$ cat config.mk
export PLATFORM = sky130hd
export DESIGN_NAME = cicero_cmd_executor
export DESIGN_NICKNAME = d
export VERILOG_FILES = /design/src/rtl/cicero_cmd_executor.sv
export SDC_FILE = /design/constraint.sdc
export NUM_CORES = 1
export LEC_CHECK = 0
export BUFFER_PORTS_ARGS = -buffer_cell sky130_fd_sc_hd__buf_2
export CORE_AREA = 2 2 191 193
export DETAILED_ROUTE_END_ITERATION = 7
export DIE_AREA = 0 0 193 195
export PLACE_DENSITY_LB_ADDON = 0.15
export SETUP_SLACK_MARGIN = 0.02
export SYNTH_ARGS = -nofsm -noshare
export SYNTH_HDL_FRONTEND = slang
export SYNTH_SLANG_ARGS = --single-unit
$ cat constraint.sdc
create_clock -name clk -period 11.4 [get_ports clk]
set_input_delay 2.28 -clock clk [delete_from_list [all_inputs] [get_ports clk]]
set_output_delay 2.28 -clock clk [all_outputs]
set_load 0.1 [all_outputs]
$ cat src/rtl/cicero_cmd_executor.sv
// cicero_cmd_executor
// System-clock-side executor for host debug commands. The host writes a
// command word from the tck domain; this block synchronizes it, runs one
// command at a time against instruction memory or the regex engine, and
// publishes results through the status and data_out registers. The host
// flips command[31] for every new command and polls status[4] until it
// matches, so a stale or repeated command word never executes twice.

module cicero_cmd_executor #(
    parameter int MEM_ADDR_W = 9,
    parameter int CNT_W      = 16
) (
    input  logic                  clk,
    input  logic                  rst,
    input  logic [31:0]           command,
    input  logic [31:0]           address,
    input  logic [31:0]           start_cc_pointer,
    input  logic [31:0]           end_cc_pointer,
    input  logic [63:0]           data_in,
    output logic [31:0]           status,
    output logic [63:0]           data_out,
    output logic                  mem_req,
    output logic                  mem_we,
    output logic [MEM_ADDR_W-1:0] mem_addr,
    output logic [63:0]           mem_wdata,
    input  logic                  mem_ack,
    input  logic [63:0]           mem_rdata,
    output logic                  eng_start,
    output logic                  eng_reset,
    output logic [31:0]           eng_start_cc,
    output logic [31:0]           eng_end_cc,
    input  logic                  eng_busy,
    input  logic                  eng_done,
    input  logic                  eng_accept
);

    typedef enum logic [1:0] {
        ST_IDLE = 2'd0,
        ST_MEM  = 2'd1,
        ST_RUN  = 2'd2
    } state_t;

    localparam logic [3:0] OP_NOP          = 4'd0;
    localparam logic [3:0] OP_WRITE_MEM    = 4'd1;
    localparam logic [3:0] OP_READ_MEM     = 4'd2;
    localparam logic [3:0] OP_START        = 4'd3;
    localparam logic [3:0] OP_RESET_ENGINE = 4'd4;
    localparam logic [3:0] OP_CLEAR_STATUS = 4'd5;

    localparam logic [CNT_W-1:0] CNT_MAX = {CNT_W{1'b1}};
    localparam logic [CNT_W-1:0] CNT_ONE = {{(CNT_W-1){1'b0}}, 1'b1};

    // Saturating increment for the engine-run cycle counter.
    function automatic logic [CNT_W-1:0] sat_inc(input logic [CNT_W-1:0] value);
        logic [CNT_W-1:0] result;
        if (value == CNT_MAX) begin
            result = value;
        end else begin
            result = value + CNT_ONE;
        end
        return result;
    endfunction

    // Command synchronizer: two flops into the clk domain plus a history flop.
    logic [31:0] cmd_s1_q;
    logic [31:0] cmd_s2_q;
    logic [31:0] cmd_s3_q;

    // Control state and status fields.
    state_t           state_q;
    logic             busy_q;
    logic             done_q;
    logic             accept_q;
    logic             error_q;
    logic             ack_toggle_q;
    logic [3:0]       last_op_q;
    logic [CNT_W-1:0] counter_q;

    // Command held while a multi-cycle operation is in flight.
    logic [3:0]       cur_op_q;
    logic             cur_toggle_q;

    // Registered outputs.
    logic [63:0]           data_out_q;
    logic                  mem_req_q;
    logic                  mem_we_q;
    logic [MEM_ADDR_W-1:0] mem_addr_q;
    logic [63:0]           mem_wdata_q;
    logic                  eng_start_q;
    logic                  eng_reset_q;
    logic [31:0]           start_cc_q;
    logic [31:0]           end_cc_q;

    // Acceptance decode.
    logic       cmd_valid_s;
    logic [3:0] cmd_op_s;
    logic       cmd_toggle_s;
    logic       addr_ok_s;
    logic       start_ok_s;

    // Bring the host command into the clk domain and keep one cycle of history.
    always_ff @(posedge clk or posedge rst) begin
        if (rst) begin
            cmd_s1_q <= 32'd0;
            cmd_s2_q <= 32'd0;
            cmd_s3_q <= 32'd0;
        end else begin
            cmd_s1_q <= command;
            cmd_s2_q <= cmd_s1_q;
            cmd_s3_q <= cmd_s2_q;
        end
    end

    // Decide whether the synchronized command is new, stable and may start now.
    always_comb begin
        cmd_op_s     = cmd_s2_q[3:0];
        cmd_toggle_s = cmd_s2_q[31];
        addr_ok_s    = ((address >> MEM_ADDR_W) == 32'd0);
        start_ok_s   = (eng_busy == 1'b0) && (start_cc_pointer <= end_cc_pointer);
        if ((state_q == ST_IDLE) && (cmd_s2_q == cmd_s3_q) &&
            (cmd_toggle_s != ack_toggle_q)) begin
            cmd_valid_s = 1'b1;
        end else begin
            cmd_valid_s = 1'b0;
        end
    end

    // Command FSM: dispatch, memory handshake, engine run and status updates.
    always_ff @(posedge clk or posedge rst) begin
        if (rst) begin
            state_q      <= ST_IDLE;
            busy_q       <= 1'b0;
            done_q       <= 1'b0;
            accept_q     <= 1'b0;
            error_q      <= 1'b0;
            ack_toggle_q <= 1'b0;
            last_op_q    <= 4'd0;
            counter_q    <= {CNT_W{1'b0}};
            cur_op_q     <= 4'd0;
            cur_toggle_q <= 1'b0;
            data_out_q   <= 64'd0;
            mem_req_q    <= 1'b0;
            mem_we_q     <= 1'b0;
            mem_addr_q   <= {MEM_ADDR_W{1'b0}};
            mem_wdata_q  <= 64'd0;
            eng_start_q  <= 1'b0;
            eng_reset_q  <= 1'b0;
            start_cc_q   <= 32'd0;
            end_cc_q     <= 32'd0;
        end else begin
            // Engine strobes are single-cycle unless re-armed below.
            eng_start_q <= 1'b0;
            eng_reset_q <= 1'b0;
            case (state_q)
                ST_IDLE: begin
                    if (cmd_valid_s) begin
                        // Operands are stable by host protocol; capture them now.
                        cur_op_q     <= cmd_op_s;
                        cur_toggle_q <= cmd_toggle_s;
                        mem_addr_q   <= address[MEM_ADDR_W-1:0];
                        mem_wdata_q  <= data_in;
                        start_cc_q   <= start_cc_pointer;
                        end_cc_q     <= end_cc_pointer;
                        case (cmd_op_s)
                            OP_WRITE_MEM, OP_READ_MEM: begin
                                if (addr_ok_s) begin
                                    state_q   <= ST_MEM;
                                    busy_q    <= 1'b1;
                                    mem_req_q <= 1'b1;
                                    mem_we_q  <= (cmd_op_s == OP_WRITE_MEM);
                                end else begin
                                    error_q      <= 1'b1;
                                    ack_toggle_q <= cmd_toggle_s;
                                    last_op_q    <= cmd_op_s;
                                end
                            end
                            OP_START: begin
                                if (start_ok_s) begin
                                    state_q     <= ST_RUN;
                                    busy_q      <= 1'b1;
                                    eng_start_q <= 1'b1;
                                end else begin
                                    error_q      <= 1'b1;
                                    ack_toggle_q <= cmd_toggle_s;
                                    last_op_q    <= cmd_op_s;
                                end
                            end
                            OP_NOP: begin
                                ack_toggle_q <= cmd_toggle_s;
                                last_op_q    <= cmd_op_s;
                            end
                            OP_RESET_ENGINE: begin
                                eng_reset_q  <= 1'b1;
                                done_q       <= 1'b0;
                                accept_q     <= 1'b0;
                                ack_toggle_q <= cmd_toggle_s;
                                last_op_q    <= cmd_op_s;
                            end
                            OP_CLEAR_STATUS: begin
                                done_q       <= 1'b0;
                                accept_q     <= 1'b0;
                                error_q      <= 1'b0;
                                counter_q    <= {CNT_W{1'b0}};
                                ack_toggle_q <= cmd_toggle_s;
                                last_op_q    <= cmd_op_s;
                            end
                            default: begin
                                // Opcodes 6..15 are illegal.
                                error_q      <= 1'b1;
                                ack_toggle_q <= cmd_toggle_s;
                                last_op_q    <= cmd_op_s;
                            end
                        endcase
                    end else begin
                        state_q <= ST_IDLE;
                    end
                end
                ST_MEM: begin
                    if (mem_ack) begin
                        if (!mem_we_q) begin
                            data_out_q <= mem_rdata;
                        end else begin
                            data_out_q <= data_out_q;
                        end
                        mem_req_q    <= 1'b0;
                        mem_we_q     <= 1'b0;
                        state_q      <= ST_IDLE;
                        busy_q       <= 1'b0;
                        ack_toggle_q <= cur_toggle_q;
                        last_op_q    <= cur_op_q;
                    end else begin
                        mem_req_q <= 1'b1;
                    end
                end
                ST_RUN: begin
                    // Every RUN cycle counts, including the one carrying eng_done.
                    counter_q <= sat_inc(counter_q);
                    if (eng_done) begin
                        accept_q     <= eng_accept;
                        done_q       <= 1'b1;
                        state_q      <= ST_IDLE;
                        busy_q       <= 1'b0;
                        ack_toggle_q <= cur_toggle_q;
                        last_op_q    <= cur_op_q;
                    end else begin
                        state_q <= ST_RUN;
                    end
                end
                default: begin
                    state_q   <= ST_IDLE;
                    busy_q    <= 1'b0;
                    mem_req_q <= 1'b0;
                    mem_we_q  <= 1'b0;
                end
            endcase
        end
    end

    assign status       = {counter_q, 4'd0, last_op_q, 3'd0,
                           ack_toggle_q, error_q, accept_q, done_q, busy_q};
    assign data_out     = data_out_q;
    assign mem_req      = mem_req_q;
    assign mem_we       = mem_we_q;
    assign mem_addr     = mem_addr_q;
    assign mem_wdata    = mem_wdata_q;
    assign eng_start    = eng_start_q;
    assign eng_reset    = eng_reset_q;
    assign eng_start_cc = start_cc_q;
    assign eng_end_cc   = end_cc_q;

endmodule

==> metrics.md <==
| Metric | Value |
|---|---|
| Run status | finished, final reports clean |
| Min-Delay Startpoint | cmd_s1_q[23]$_DFF_PP0_ |
| Wire length of the first global-routing pass | approximately 59000 um |
| GR Overflow Total | 0 |
| Final worst path period share | 37.6% |
| Register-to-register path setup slack | 7.33 ns |
| CTS root buffer | clkbuf_16 |
| Worst Hold End | cmd_s2_q[23]$_DFF_PP0_ |
| Placed Cells incl. Taps | around 2100 |
| Clock insertion delay at the later pin of the skew report | around 0.52 ns |
| Post-Syn Area | roughly 0.013 mm2 |
| # Post-CTS Setup Buffers | 0 |
| Critical Path End Type | register |
| Area of the multi-input gates | about 0.0046 mm2 |
| Total CTS buffers | 38 |
| Cts repair resizes | 0 |
| Critical path type | in2reg |
| Reg2reg start | state_q[0]$_DFFE_PP0P_ |
| Category of the worst setup path launch point | primary input |
| Slowest cell on crit path | nor4_1 |
| Area of the die | roughly 0.038 mm2 |
| Top-level port count | 499 |
| Total wire length | 38900 um |
| Post-layout power | about 2.8 mW |
| Effective utilization at floorplan | between 30 and 40% |
| Worst reg2reg endpoint | eng_end_cc[27]$_DFFE_PP0P_ |
| First-iteration detailed-routing DRC count | around 500 |
| HPWL Detailed | 29100 um |
| Routed wire length per instance | ~18 um |
| Count of nets left with antenna violations after detail routing | 0 |
| Count of buffering cells on the critical path with inverters included | 1 |
| Top cell type by total area after synthesis | dfrtp_1 |
| Accumulated negative setup slack | 0 ns |
| Worst-path clk slew | roughly 0.06 ns |
| Most used flip-flop cell after synthesis | dfrtp_1 |
| Unique masters post-synth | between 50 and 60 |
| Worst clock skew | around 0.023 ns |
| Class of the most critical hold timing path | reg2reg |
| Async SR Flop Fraction | 100% |
| Count of standard-cell rows | 69 |
| Area share of the largest cell type after synthesis | 62.6% |
| Max Buffers Root-to-Sink | 3 |
| Post-layout instance count excluding filler cells | 2181 |
| Sequential-to-total area share from yosys stat | between 60% and 70% |
| Die span in x | about 190 um |
| Crit-path leading delay family | simple AND/OR/NAND/NOR gates |
| Number of pins with negative max-slew slack in the final report | 0 |
| Layout cell share with drive strength beyond 1 | 37.9% |
| TritonCTS clock tree | done |
| Number of detailed-routing iterations run before antenna repair | 4 |
| Final-layout fill cell count | about 3400 |
| Overall fraction of global-route tracks in use | roughly a fifth |
| Arrival time of the worst setup path | approximately 4.7 ns |
| Relative slew slack | between 20% and 30% |
| Number of hold violations in the final report | 0 |
| Worst vdd ir | between 0.1 and 0.15 mV |
| RSZ-0062 raised after global routing | no |
| PwrDens | about 160 mW/mm2 |
| Number of DRC violations after detailed routing | 0 |
| Final net count | ~2000 |
| Total via count in the routed design | approximately 10000 |
| Worst reg-to-reg path cell count | 8 |
| Largest stage delay on the critical path | 0.60 ns |
| Number of max-capacitance violations reported | 0 |
| Max Fclk | 0.233 GHz |
| Slew at the pin with the worst max-slew slack | around 1.1 ns |
| Gp weighted congestion | between 0.8 and 0.9 |
| Static leakage | 8.76 nW |
| Worst Path Required | roughly 12 ns |
| Via count of the first global-routing pass | approximately 10000 |
| Average vias per placed instance | about 4.7 |
| Startpoint of the most critical setup path | start_cc_pointer[30] |
| CP cell instances | buf_2 > ha_1 > nand4_1 > nor4_1 > o311a_1 > nor3_1 > nor3_2 > mux2_2 |
| Cells taking the most area after synthesis | dfrtp_1 (63%), nand2_1 (11%), mux2_2 (6.3%) |
| Seq. cell area | ~0.0083 mm2 |
| Number of antenna violations at the first check in global routing | 8 |
| Number of cells on the worst hold path | 0 |
| Clock period minus final worst setup slack | 4.29 ns |
| Synthesis-to-layout area growth | 31.2% |
| Quantity of I/O buffers inserted on ports | 491 |
| Number of buffers inserted by hold repair at cts | 0 |
| Largest driver fanout on the critical path | 5 |
| Syn Inst Count | between 1000 and 1500 |
| Die Ht | ~200 um |
| Average footprint of a synthesized cell | ~11 um2 |
| Placeable core area | approximately 0.035 mm2 |
| Warnings from Yosys | 0 |
| Clock tree sinks | between 300 and 400 |
| Count of flip-flops with a built-in enable after synthesis | 0 |
| #FFs+latches synth | around 330 |
| Worst-case hold slack | 0.343 ns |
| Maximum number of pins on one net before global-route repair | between 150 and 200 |
| Setup-violating endpoint count in the final report | 0 |
| H-tree lvl count | 2 |
worst max path at each step:
stage	endpoint	slack [ns]	depth (start not counted)
after global routing	last_op_q[1]$_DFFE_PP0P_	6.95	10
after CTS	last_op_q[1]$_DFFE_PP0P_	7.08	10
after detailed placement	last_op_q[2]$_DFFE_PP0P_	6.53	10
after global placement	last_op_q[1]$_DFFE_PP0P_	6.56	10
after floorplan	accept_q$_DFFE_PP0P_	4.67	1
final	last_op_q[1]$_DFFE_PP0P_	7.11	8
sequential cells by signal, summed over array words and instances (netlist names), 9 cells and up:
signal,cells
eng_start_cc,32
cmd_s3_q,32
mem_addr,9
cmd_s1_q,32
counter_q,16
mem_wdata,64
data_out,64
eng_end_cc,32
cmd_s2_q,32
through the flow:
| stage | utilization, % | setup slack [ns] | cell area (um2) |
|---|---|---|---|
| 2_1_floorplan | - | 4.67 | 13300 |
| 3_3_place_gp | 45.7 | 6.56 | 16200 |
| 3_5_place_dp | 45.7 | 6.53 | 16200 |
| 4_1_cts | 49.3 | 7.08 | 17500 |
| 5_1_grt | 49.3 | 6.95 | 17500 |
| 6_report | 49.3 | 7.11 | 17500 |
area by class of cell:
class | instances | area share, %
sequential | 333 | 47.7
multi-input combinational | 771 | 26.1
timing repair buffer | 498 | 14.4
clock buffer | 51 | 6.01
tap | 461 | 3.30
clock inverter | 18 | 1.37
inverter | 47 | 1.03
antenna | 2 | 0.0287
kinds of logic (layout without fill, tap and decap cells):
| group | count (synthesis) | after routing | share of synthesized area (%) |
|---|---|---|---|
| muxes | 76 | 76 | 6.42 |
| AOI/OAI and AO/OA | 113 | 113 | 5.33 |
| other | 1 | 9 | 0.0282 |
| and+or+nand+nor | 503 | 503 | 16.4 |
| buffers and inverters | 104 | 614 | 3.45 |
| xor gates and xnor gates | 35 | 35 | 2.30 |
| DFF | 333 | 333 | 62.6 |
| adders and majority gates | 37 | 37 | 3.48 |
layout by cell type, fill, tap and decap left out, types with 12 or more instances in the layout:
cell type  Yosys  routed
a21oi_1       23      23
buf_2         13     491
clkbuf_16      0      38
dfrtp_1      333     333
ha_1          37      37
inv_1         46      45
mux2_2        74      74
nand2_1      383     383
nand3_1       20      19
nand4_1       16      16
nor2_1        17      17
nor4_1        14      13
o21ai_0       41      41
o21ai_1       12      12
xnor2_1       20      20
xor2_1        15      15
report_power, final:
group	switching [mW]	total [mW]	internal (mW)	leakage (nW)
Clock	0.482	1.25	0.764	0.632
Sequential	0.0230	1.24	1.22	3.66
Combinational	0.240	0.322	0.0822	4.47
per-layer routing:
layer  vias up  GRT usage (%)  part of all wire, %
li1       4942              -                    -
met1      4875           24.3                   38
met2       390           34.6                   49
met3        94           5.88                  8.3
met4        10           8.14                  3.9
met5         -              0                 0.13
synth_stat cells (all sizes together) (16+ instances only):
cell	count
nor2	17
nand3	20
o21ai	53
mux2	75
inv	46
a21oi	23
ha	37
buf	26
clkbuf	31
nand2	383
xnor2	20
nand4	16
dfrtp	333
Note: power is estimated with default switching activity, not from simulation.
